## config.mk

```make
export PLATFORM = sky130hd
export DESIGN_NAME = product_accumulator
export DESIGN_NICKNAME = d
export VERILOG_FILES = /design/src/rtl/product_accumulator.sv
export SDC_FILE = /design/constraint.sdc
export NUM_CORES = 1
export LEC_CHECK = 0
export BUFFER_PORTS_ARGS = -buffer_cell sky130_fd_sc_hd__clkbuf_2
export CAP_MARGIN = 20
export CORE_UTILIZATION = 60
export DETAILED_ROUTE_END_ITERATION = 12
export PLACE_DENSITY = 0.84
export SYNTH_ARGS = -nofsm -noshare
export SYNTH_HDL_FRONTEND = slang
export SYNTH_SLANG_ARGS = --single-unit
export TNS_END_PERCENT = 100
```

## constraint.sdc

```tcl
create_clock -name clk -period 7.3 [get_ports clk]
set_input_delay 0.365 -clock clk [delete_from_list [all_inputs] [get_ports clk]]
set_output_delay 0.365 -clock clk [all_outputs]
set_load 0.005 [all_outputs]
```

## src/rtl/product_accumulator.sv

```systemverilog
`timescale 1ns/1ps
// product_accumulator: sums N_TERMS 64-bit products, scales by FRAC_SHIFT.
// Define PRODUCT_ACCUMULATOR_SAT_EN to clamp the scaled sum to 32 bits.
module product_accumulator #(
  parameter int N_TERMS    = 8,
  parameter int FRAC_SHIFT = 16
) (
  input  logic        clk,
  input  logic        rst_n,
  input  logic        clr,
  input  logic        in_valid,
  output logic        in_ready,
  input  logic [63:0] in_prod,
  output logic        out_valid,
  input  logic        out_ready,
  output logic [31:0] out_sum,
  output logic        out_sat
);

  typedef enum logic [1:0] {
    ACC   = 2'd0,
    SCALE = 2'd1,
    OUT   = 2'd2
  } state_e;

  localparam logic [8:0] LAST = 9'(N_TERMS - 1);

  state_e      state_q, state_d;
  logic [71:0] acc_q, acc_d;
  logic [8:0]  cnt_q, cnt_d;
  logic [31:0] sum_q, sum_d;
  logic        sat_q, sat_d;

  logic [31:0] res_sum;
  logic        res_sat;

`ifdef PRODUCT_ACCUMULATOR_SAT_EN
  logic [71:0] scaled;

  assign scaled = acc_q >> FRAC_SHIFT;

  always_comb begin
    res_sat = |scaled[71:32];
    res_sum = res_sat ? 32'hFFFF_FFFF : scaled[31:0];
  end
`else
  assign res_sum = 32'(acc_q >> FRAC_SHIFT);
  assign res_sat = 1'b0;
`endif

  // clr wins over any transfer or handshake in the same cycle
  always_comb begin
    state_d = state_q;
    acc_d   = acc_q;
    cnt_d   = cnt_q;
    sum_d   = sum_q;
    sat_d   = sat_q;
    if (clr) begin
      state_d = ACC;
      acc_d   = '0;
      cnt_d   = '0;
    end else begin
      unique case (state_q)
        ACC: begin
          if (in_valid) begin
            acc_d = acc_q + {8'd0, in_prod};
            cnt_d = cnt_q + 9'd1;
            if (cnt_q == LAST) begin
              state_d = SCALE;
            end
          end
        end
        SCALE: begin
          sum_d   = res_sum;
          sat_d   = res_sat;
          state_d = OUT;
        end
        OUT: begin
          if (out_ready) begin
            acc_d   = '0;
            cnt_d   = '0;
            state_d = ACC;
          end
        end
        default: begin
          state_d = ACC;
        end
      endcase
    end
  end

  always_ff @(posedge clk or negedge rst_n) begin
    if (!rst_n) begin
      state_q <= ACC;
      acc_q   <= '0;
      cnt_q   <= '0;
      sum_q   <= '0;
      sat_q   <= 1'b0;
    end else begin
      state_q <= state_d;
      acc_q   <= acc_d;
      cnt_q   <= cnt_d;
      sum_q   <= sum_d;
      sat_q   <= sat_d;
    end
  end

  assign in_ready  = (state_q == ACC);
  assign out_valid = (state_q == OUT);
  assign out_sum   = sum_q;
  assign out_sat   = sat_q;

endmodule

```

==> results of run 1 <==
layout make-up:
class | count | area share, %
sequential | 91 | 32.2
clock inverter | 4 | 0.707
multi-input combinational | 550 | 54.7
clock buffer | 12 | 2.05
timing repair buffer | 93 | 7.18
tap | 136 | 2.40
inverter | 15 | 0.795
logic make-up (layout without fill, tap and decap cells):
kind of cell / Yosys count / in the layout / synth area share, %
multiplexers: 34 / 34 / 5.96
other: 1 / 1 / 0.0587
flip-flops: 91 / 91 / 35.7
AO/OA/AOI/OAI: 236 / 236 / 24.5
adder cells (fa/ha/maj): 49 / 49 / 9.72
AND/OR/NAND/NOR: 188 / 188 / 14.4
XOR/XNOR: 42 / 42 / 5.76
buffers and inverters: 48 / 124 / 3.92
power breakdown:
group	switching [W]	internal, W
Combinational	0.000361	0.000241
Clock	0.000185	0.000168
Sequential	0.0000350	0.000550
Total	0.000580	0.000958
metal layers:
metal	up-vias	part of all wire (%)
li1	2681	-
met1	2655	43
met2	185	50
met3	36	4.8
met4	0	2.4
met5	-	0
registers in the layout, indices dropped and copies added (netlist names):
signal and cells:
state_q 2, out_sum 32, cnt_q 9, acc_q 48
final timing paths:
kind | startpoint | end | slack, ns | cells past startpoint
max | acc_q[4] | acc_q[45] | 4.19 | 10
min | out_ready | cnt_q[6] | 0.23 | 2
max reg2reg | acc_q[4] | acc_q[45] | 4.19 | 10
min reg2reg | acc_q[7] | acc_q[7] | 0.50 | 2
max in group asynchronous | rst_n | out_sum[11] | 6.08 | 4
min in group asynchronous | rst_n | acc_q[0] | 0.31 | 2
through the flow:
stage	instances	power [W]	worst slack [ns]	hold slack, ns
floorplan	689	0.00105	4.73	0.0694
global placement	883	0.00115	4.26	0.153
detailed placement	883	0.00118	4.21	0.154
CTS	900	0.00153	4.26	0.215
global route	901	0.00164	3.98	0.208
finish	901	0.00154	4.19	0.228
critical path, stage by stage (launching register included):
cell and delay (ns):
sky130_fd_sc_hd__dfrtp_1 0.41, sky130_fd_sc_hd__ha_1 0.35, sky130_fd_sc_hd__a21o_1 0.22, sky130_fd_sc_hd__a31o_2 0.22, sky130_fd_sc_hd__o21ai_2 0.17, sky130_fd_sc_hd__o21ai_0 0.20, sky130_fd_sc_hd__a41oi_1 0.55, sky130_fd_sc_hd__o21ai_1 0.27
sky130_fd_sc_hd__a31oi_1 0.29, sky130_fd_sc_hd__xor2_1 0.19, sky130_fd_sc_hd__o21ai_0 0.11
cell usage in the layout (no fill, tap or decap), types with 21 or more instances in the layout:
cell type	count
sky130_fd_sc_hd__dfrtp_1	91
sky130_fd_sc_hd__clkbuf_2	85
sky130_fd_sc_hd__nand2_1	76
sky130_fd_sc_hd__o21ai_0	61
sky130_fd_sc_hd__a21oi_1	55
sky130_fd_sc_hd__ha_1	48
sky130_fd_sc_hd__nor2_1	32
sky130_fd_sc_hd__mux2_2	32
sky130_fd_sc_hd__a21o_1	28
sky130_fd_sc_hd__xnor2_1	21
sky130_fd_sc_hd__xor2_1	21
repair_timing:
| action | CTS | global route |
|---|---|---|
| endpoints found under the hold margin | 2 | 0 |
| hold buffers | 1 | 0 |
| setup endpoints to repair | 0 | 0 |
| setup buffers | 0 | 0 |
==> results.sh, run 1 <==
export IMPL_grt_pass1_wl_um=25700
export IMPL_most_instantiated_flip_flop_cell_in_the_synthesis_netlist="sky130_fd_sc_hd__dfrtp_1"
export IMPL_clk_latency_ns=0.37
export IMPL_fillers=812
export IMPL_powerDensity_mw_per_mm2=217
export IMPL_fin_crit_sh_pct=42.6
export IMPL_final_seq_area_mm2=0.00228
export IMPL_finish_instance_area_mm2=0.00708
export IMPL_synth_seq_area_share_pct=35.7
export IMPL_drv_cap=0
export IMPL_run_status="completed"
export IMPL_grt_usage_pct=29.0
export IMPL_detailedPlacementHpwl_um=11100
export IMPL_cts_max_path_buffers=2
export IMPL_static_leakage_nw=3.47
export IMPL_cp_max_fo=5
export IMPL_total_gr_overflow=0
export IMPL_design_core_area_mm2=0.0103
export IMPL_setup_viol_count_final=0
export IMPL_placement_rows=37
export IMPL_global_route_usage_met2_pct=49.9
export IMPL_grt_busiest_layer="met2"
export IMPL_finClkSkew_ns=0.0109
export IMPL_largest_net_degree_at_the_start_of_global_routing=90
export IMPL_arrival_worst_endpoint_ns=3.34
export IMPL_number_of_warnings_printed_during_yosys_synthesis=0
export IMPL_number_of_buffers_added_by_the_clock_tree_synthesis_step=9
export IMPL_multi_input_area_mm2=0.00387
export IMPL_number_of_enable_flip_flop_cells_after_synthesis=0
export IMPL_route_antenna_remaining_nets=0
export IMPL_timing_hold_violations_final=0
export IMPL_slew_at_the_pin_closest_to_its_max_slew_limit_ns=0.872
export IMPL_maxSlewHeadroom_pct=41.7
export IMPL_finish_net_count=878
export IMPL_clock_fmax_mhz=321
export IMPL_worst_endpoint_required_ns=7.53
export IMPL_h_tree_depth=3
export IMPL_cts_tree="yes"
export IMPL_setup_tns_final_ns=0
export IMPL_antenna_violations_before_repair=0
export IMPL_die_width_um=105
export IMPL_synth_most_common_cell="sky130_fd_sc_hd__dfrtp_1"
export IMPL_synth_fp_nets=807
export IMPL_cts_root_buffer_cell="sky130_fd_sc_hd__clkbuf_8"
export IMPL_synth_cell_type_count=75
export IMPL_timing_hold_worst_class="in -> reg"
export IMPL_finalCriticalPeriod_ns=3.11
export IMPL_synth_top_cells_by_area="sky130_fd_sc_hd__dfrtp_1 36%, sky130_fd_sc_hd__ha_1 9.4%, sky130_fd_sc_hd__mux2_2 5.6%"
export IMPL_vias=5557
export IMPL_wl_um=15100
export IMPL_fp_dieArea_mm2=0.0111
export IMPL_cts_sinks=91
export IMPL_layout_drive_gt1_share_pct=22.6
export IMPL_ir_drop_mv=0.156
export IMPL_drt_wirelength_per_cell_um=16.7
export IMPL_antennaDiodeCount=0
export IMPL_synthCells=689
export IMPL_synth_commonest_cells="91 x sky130_fd_sc_hd__dfrtp_1, 76 x sky130_fd_sc_hd__nand2_1, 61 x sky130_fd_sc_hd__o21ai_0"
export IMPL_synth_cell_area_mm2=0.00638
export IMPL_yosys_register_bits=91
export IMPL_drt_iter0_markers=275
export IMPL_critical_path_endpoint_type="flip-flop"
export IMPL_finalMaxSlewViolations=0
export IMPL_io_pins=104
export IMPL_vias_per_cell=6.17
export IMPL_worst_setup_path_type="reg -> reg"
export IMPL_asyncSetResetFlopFracSynth_pct=100
export IMPL_first_global_vias=5456
export IMPL_crit_path_start_kind="flip-flop"
export IMPL_finalWeightedCongestion=0.922
export IMPL_finalCoreUtilization_pct=68.6
export IMPL_fp_dieH_um=105
export IMPL_cts_clk_slew_worst_paths_ns=0.09
export IMPL_initial_core_util_pct=61.8
export IMPL_rsz0062_at_grt="no"
export IMPL_postCtsResizedCells=0
export IMPL_drt_pass1_iterations=5
export IMPL_port_buffers=86
export IMPL_use_met3_pct=4.43
export IMPL_place_area_mm2=0.00685
export IMPL_netlist_top_cell_by_area="sky130_fd_sc_hd__dfrtp_1"
export IMPL_final_routed_drc_violation_total=0
export IMPL_grt_use_met1_pct=36.6
export IMPL_post_synth_top_area_fraction_pct=35.7
export IMPL_area_growth_synth_to_final_pct=10.9
export IMPL_synth_avg_cell_area_um2=9.27
Note: power is estimated with default switching activity, not from simulation.
==> run 2, diff against run 1 <==
--- a/config.mk
+++ b/config.mk
@@ -5,11 +5,12 @@
 export SDC_FILE = /design/constraint.sdc
 export NUM_CORES = 1
 export LEC_CHECK = 0
+export ABC_AREA = 1
 export BUFFER_PORTS_ARGS = -buffer_cell sky130_fd_sc_hd__clkbuf_2
 export CAP_MARGIN = 20
-export CORE_UTILIZATION = 60
+export CORE_UTILIZATION = 59
 export DETAILED_ROUTE_END_ITERATION = 12
-export PLACE_DENSITY = 0.84
+export PLACE_DENSITY = 0.82
 export SYNTH_ARGS = -nofsm -noshare
 export SYNTH_HDL_FRONTEND = slang
 export SYNTH_SLANG_ARGS = --single-unit
==> constraint.sdc (replaced) <==
create_clock -name clk -period 3.2 [get_ports clk]
set_input_delay 0.16 -clock clk [delete_from_list [all_inputs] [get_ports clk]]
set_output_delay 0.16 -clock clk [all_outputs]
set_load 0.005 [all_outputs]
==> run 2 against run 1 <==
Against the previous run: the flow now finishes with violations (DRC); utilization down 1.1 points; sequential share of layout area decreased by 5.3 points; combinational power rose to 4.7 times the previous value; register-to-register slack got worse by 3.4 ns; worst hold slack worse by 0.14 ns; first-iteration DRC count up 130%; critical path depth is 5 higher; wire length increased by 40%; worst setup slack worse by 3.4 ns; critical path type unchanged.
==> results.sh, run 2 <==
export IMPL_detailedPlacementHpwl_um=16700
export IMPL_dp_cells=1483
export IMPL_finalCoreUtilization_pct=67.5
export IMPL_drt_pass1_iterations=9
export IMPL_basic_gate_share_of_the_synthesized_area_counting_and_or_nand_and_nor_cells_pct=35.9
export IMPL_drv_cap=0
export IMPL_finalMaxSlewViolations=0
export IMPL_finish_net_count=1441
export IMPL_power_switching_w=0.00255
export IMPL_port_buffers=86
export IMPL_grt_usage_pct=33.5
export IMPL_placement_rows=41
export IMPL_synth_top_cells_by_area="sky130_fd_sc_hd__dfrtp_1 30%, sky130_fd_sc_hd__nand2_1 24%, sky130_fd_sc_hd__inv_1 12%"
export IMPL_seq_power_share_pct=28.4
export IMPL_cts_tree="yes"
export IMPL_power_frac_comb_pct=52.8
export IMPL_run_status="finished with violations"
export IMPL_crit_path_start_kind="flip-flop"
export IMPL_initial_core_util_pct=60.4
export IMPL_fin_crit_sh_pct=74.8
export IMPL_synthCells=1236
export IMPL_worst_path_max_delay_cell="sky130_fd_sc_hd__fa_1"
export IMPL_holdPathStages=4
export IMPL_synth_most_common_cell="sky130_fd_sc_hd__nand2_1"
export IMPL_drt_iter0_markers=646
export IMPL_r2r_worst_path_cells=15
export IMPL_die_width_um=115
export IMPL_path_cells="ha_1, inv_1, fa_1, inv_1, nand2_1, nand2_1, nand3_1, nand2_1, nand2_1, nand3_1, nand2_1, nand2_1, nand2_1, nand3_1, nand2_1"
export IMPL_finalCriticalPeriod_ns=2.39
export IMPL_number_of_warnings_printed_during_yosys_synthesis=0
export IMPL_worst_setup_path_type="reg -> reg"
export IMPL_number_of_enable_flip_flop_cells_after_synthesis=0
export IMPL_synth_compound_area_share_pct=8.82
export IMPL_final_common_cell="sky130_fd_sc_hd__nand2_1"
export IMPL_asyncSetResetFlopFracSynth_pct=100
export IMPL_final_cell_mix="486 x sky130_fd_sc_hd__nand2_1, 243 x sky130_fd_sc_hd__inv_1, 104 x sky130_fd_sc_hd__nor2_1"
export IMPL_fp_dieArea_mm2=0.0133
export IMPL_netlist_top_cell_by_area="sky130_fd_sc_hd__dfrtp_1"
export IMPL_cts_post_setup_buffers_inserted=0
export IMPL_rsz0062_at_grt="no"
export IMPL_ir_drop_mv=0.297
export IMPL_cts_clk_slew_worst_paths_ns=0.07
export IMPL_post_synth_top_area_fraction_pct=30.0
export IMPL_route_antenna_remaining_nets=0
export IMPL_timing_hold_violations_final=0
export IMPL_critical_path_endpoint_type="flip-flop"
export IMPL_setup_viol_count_final=0
export IMPL_synth_cell_area_mm2=0.00759
export IMPL_vias=7678
export IMPL_finalWeightedCongestion=0.994
export IMPL_most_instantiated_flip_flop_cell_in_the_synthesis_netlist="sky130_fd_sc_hd__dfrtp_1"
export IMPL_total_gr_overflow=0
export IMPL_first_global_vias=7023
export IMPL_timing_hold_worst_class="in -> reg"
export IMPL_antennaDiodeCount=0
export IMPL_design_core_area_mm2=0.0126
export IMPL_violations="DRC"
export IMPL_fp_dieH_um=115
export IMPL_cts_root_buffer_cell="sky130_fd_sc_hd__clkbuf_16"
export IMPL_synth_seq_area_share_pct=30.0
export IMPL_synth_avg_cell_area_um2=6.14
export IMPL_slew_at_the_pin_closest_to_its_max_slew_limit_ns=0.888
export IMPL_cpMostUsedCell="sky130_fd_sc_hd__nand2_1"
export IMPL_largest_net_degree_at_the_start_of_global_routing=92
export IMPL_cts_sinks=91
export IMPL_power_clock_fraction_pct=18.7
export IMPL_synthAdderAreaFrac_pct=8.18
export IMPL_cell_internal_pwr_w=0.00279
export IMPL_static_leakage_nw=5.08
export IMPL_vias_per_cell=5.13
export IMPL_sw_frac_of_total_pct=47.7
export IMPL_cts_hold_buffers_added=1
export IMPL_drt_wirelength_per_cell_um=14.0
export IMPL_antenna_violations_before_repair=0
export IMPL_cp_max_fo=4
export IMPL_critical_path_max_stage_delay_ns=0.36
export IMPL_synth_fp_nets=1354
export IMPL_cts_max_path_buffers=2
export IMPL_worst_endpoint_required_ns=3.44
export IMPL_post_synth_xor_area_fraction_pct=0.462
export IMPL_io_pins=104
export IMPL_wl_um=21000
export IMPL_clock_fmax_mhz=418
export IMPL_flip_flop_count_of_the_largest_register_all_copies_and_words_added=48
export IMPL_yosys_register_bits=91
export IMPL_clk_latency_ns=0.35
export IMPL_layout_drive_gt1_share_pct=10.3
export IMPL_arrival_worst_endpoint_ns=2.63
export IMPL_fillers=1185
export IMPL_synth_top_family_by_area="simple AND/OR/NAND/NOR gates"
export IMPL_area_growth_synth_to_final_pct=11.7
export IMPL_layout_cells_non_filler=1498
export IMPL_h_tree_depth=3
export IMPL_postCtsResizedCells=0
export IMPL_largest_register="acc_q"
export IMPL_powerDensity_mw_per_mm2=630
export IMPL_setup_tns_final_ns=0
export IMPL_grt_pass1_wl_um=33800
export IMPL_number_of_buffers_added_by_the_clock_tree_synthesis_step=9
export IMPL_finClkSkew_ns=0.00949
export IMPL_maxSlewHeadroom_pct=40.7
export IMPL_post_synthesis_mux_area_share_pct=3.41
export IMPL_synth_cell_type_count=36
export IMPL_synth_commonest_cells="486 x sky130_fd_sc_hd__nand2_1, 243 x sky130_fd_sc_hd__inv_1, 104 x sky130_fd_sc_hd__nor2_1"
export IMPL_final_routed_drc_violation_total=2
## run 2: metal layers
layer	GRT usage, %	wire length, um
met2	53.3	9110
met3	5.13	1450
met5	0	0
met4	11.3	424
met1	46.8	10100
## run 2: path summary, 6_finish.rpt
| check | start | slack [ns] | end |
|---|---|---|---|
| hold / removal | out_ready | 0.09 | state_q[1] |
| setup / recovery | acc_q[0] | 0.81 | acc_q[40] |
| min in group asynchronous | rst_n | 0.38 | acc_q[31] |
| hold reg to reg | out_sum[8] | 0.49 | out_sum[8] |
| setup reg to reg | acc_q[0] | 0.81 | acc_q[40] |
| max in group asynchronous | rst_n | 2.39 | acc_q[37] |
## run 2: layout make-up
cell class | count | area, um^2 | share of cell area [%]
clock buffers | 10 | 239 | 2.82
clock inverters | 4 | 27.5 | 0.325
inverters | 246 | 923 | 10.9
multi-input cells | 885 | 4320 | 50.9
flip-flops and latches | 91 | 2280 | 26.9
well taps | 172 | 215 | 2.54
repair buffers | 90 | 478 | 5.64
## run 2: kinds of logic (layout without fill, tap and decap cells)
family                   count (synthesis)  count (layout)
flip-flops                              91              91
AO/OA/AOI/OAI                          124             124
AND/OR/NAND/NOR                        684             684
buffers and inverters                  260             350
XOR/XNOR                                 4               4
adder cells (fa/ha/maj)                 49              49
multiplexers                            23              23
other                                    1               1
## run 2: power by group through the flow
| stage | sequential, W | combinational [W] | clock [W] |
|---|---|---|---|
| after global routing | 0.00154 | 0.00320 | 0.00105 |
| after floorplan | 0.00149 | 0.00200 | 0 |
| after detailed placement | 0.00154 | 0.00274 | 0 |
| after CTS | 0.00152 | 0.00276 | 0.00101 |
| final | 0.00152 | 0.00282 | 0.00100 |
| after global placement | 0.00152 | 0.00270 | 0 |
## run 2: critical path, delay by kind of cell, from the launching register on
kind,cells,cell delay [ns]
buffers and inverters,2,0.20
adder cells (fa/ha/maj),2,0.60
AND/OR/NAND/NOR,11,1.12
flip-flops,1,0.35
## run 2: stage by stage
stage	hold slack (ns)	total power, W	cell area (um^2)	setup WS [ns]
finish	0.0902	0.00534	8480	0.808
global route	0.112	0.00580	8480	0.578
CTS	0.0850	0.00529	8480	0.851
detailed placement	0.242	0.00428	8200	0.869
global placement	0.242	0.00422	8200	0.939
floorplan	-0.136	0.00349	7590	1.37
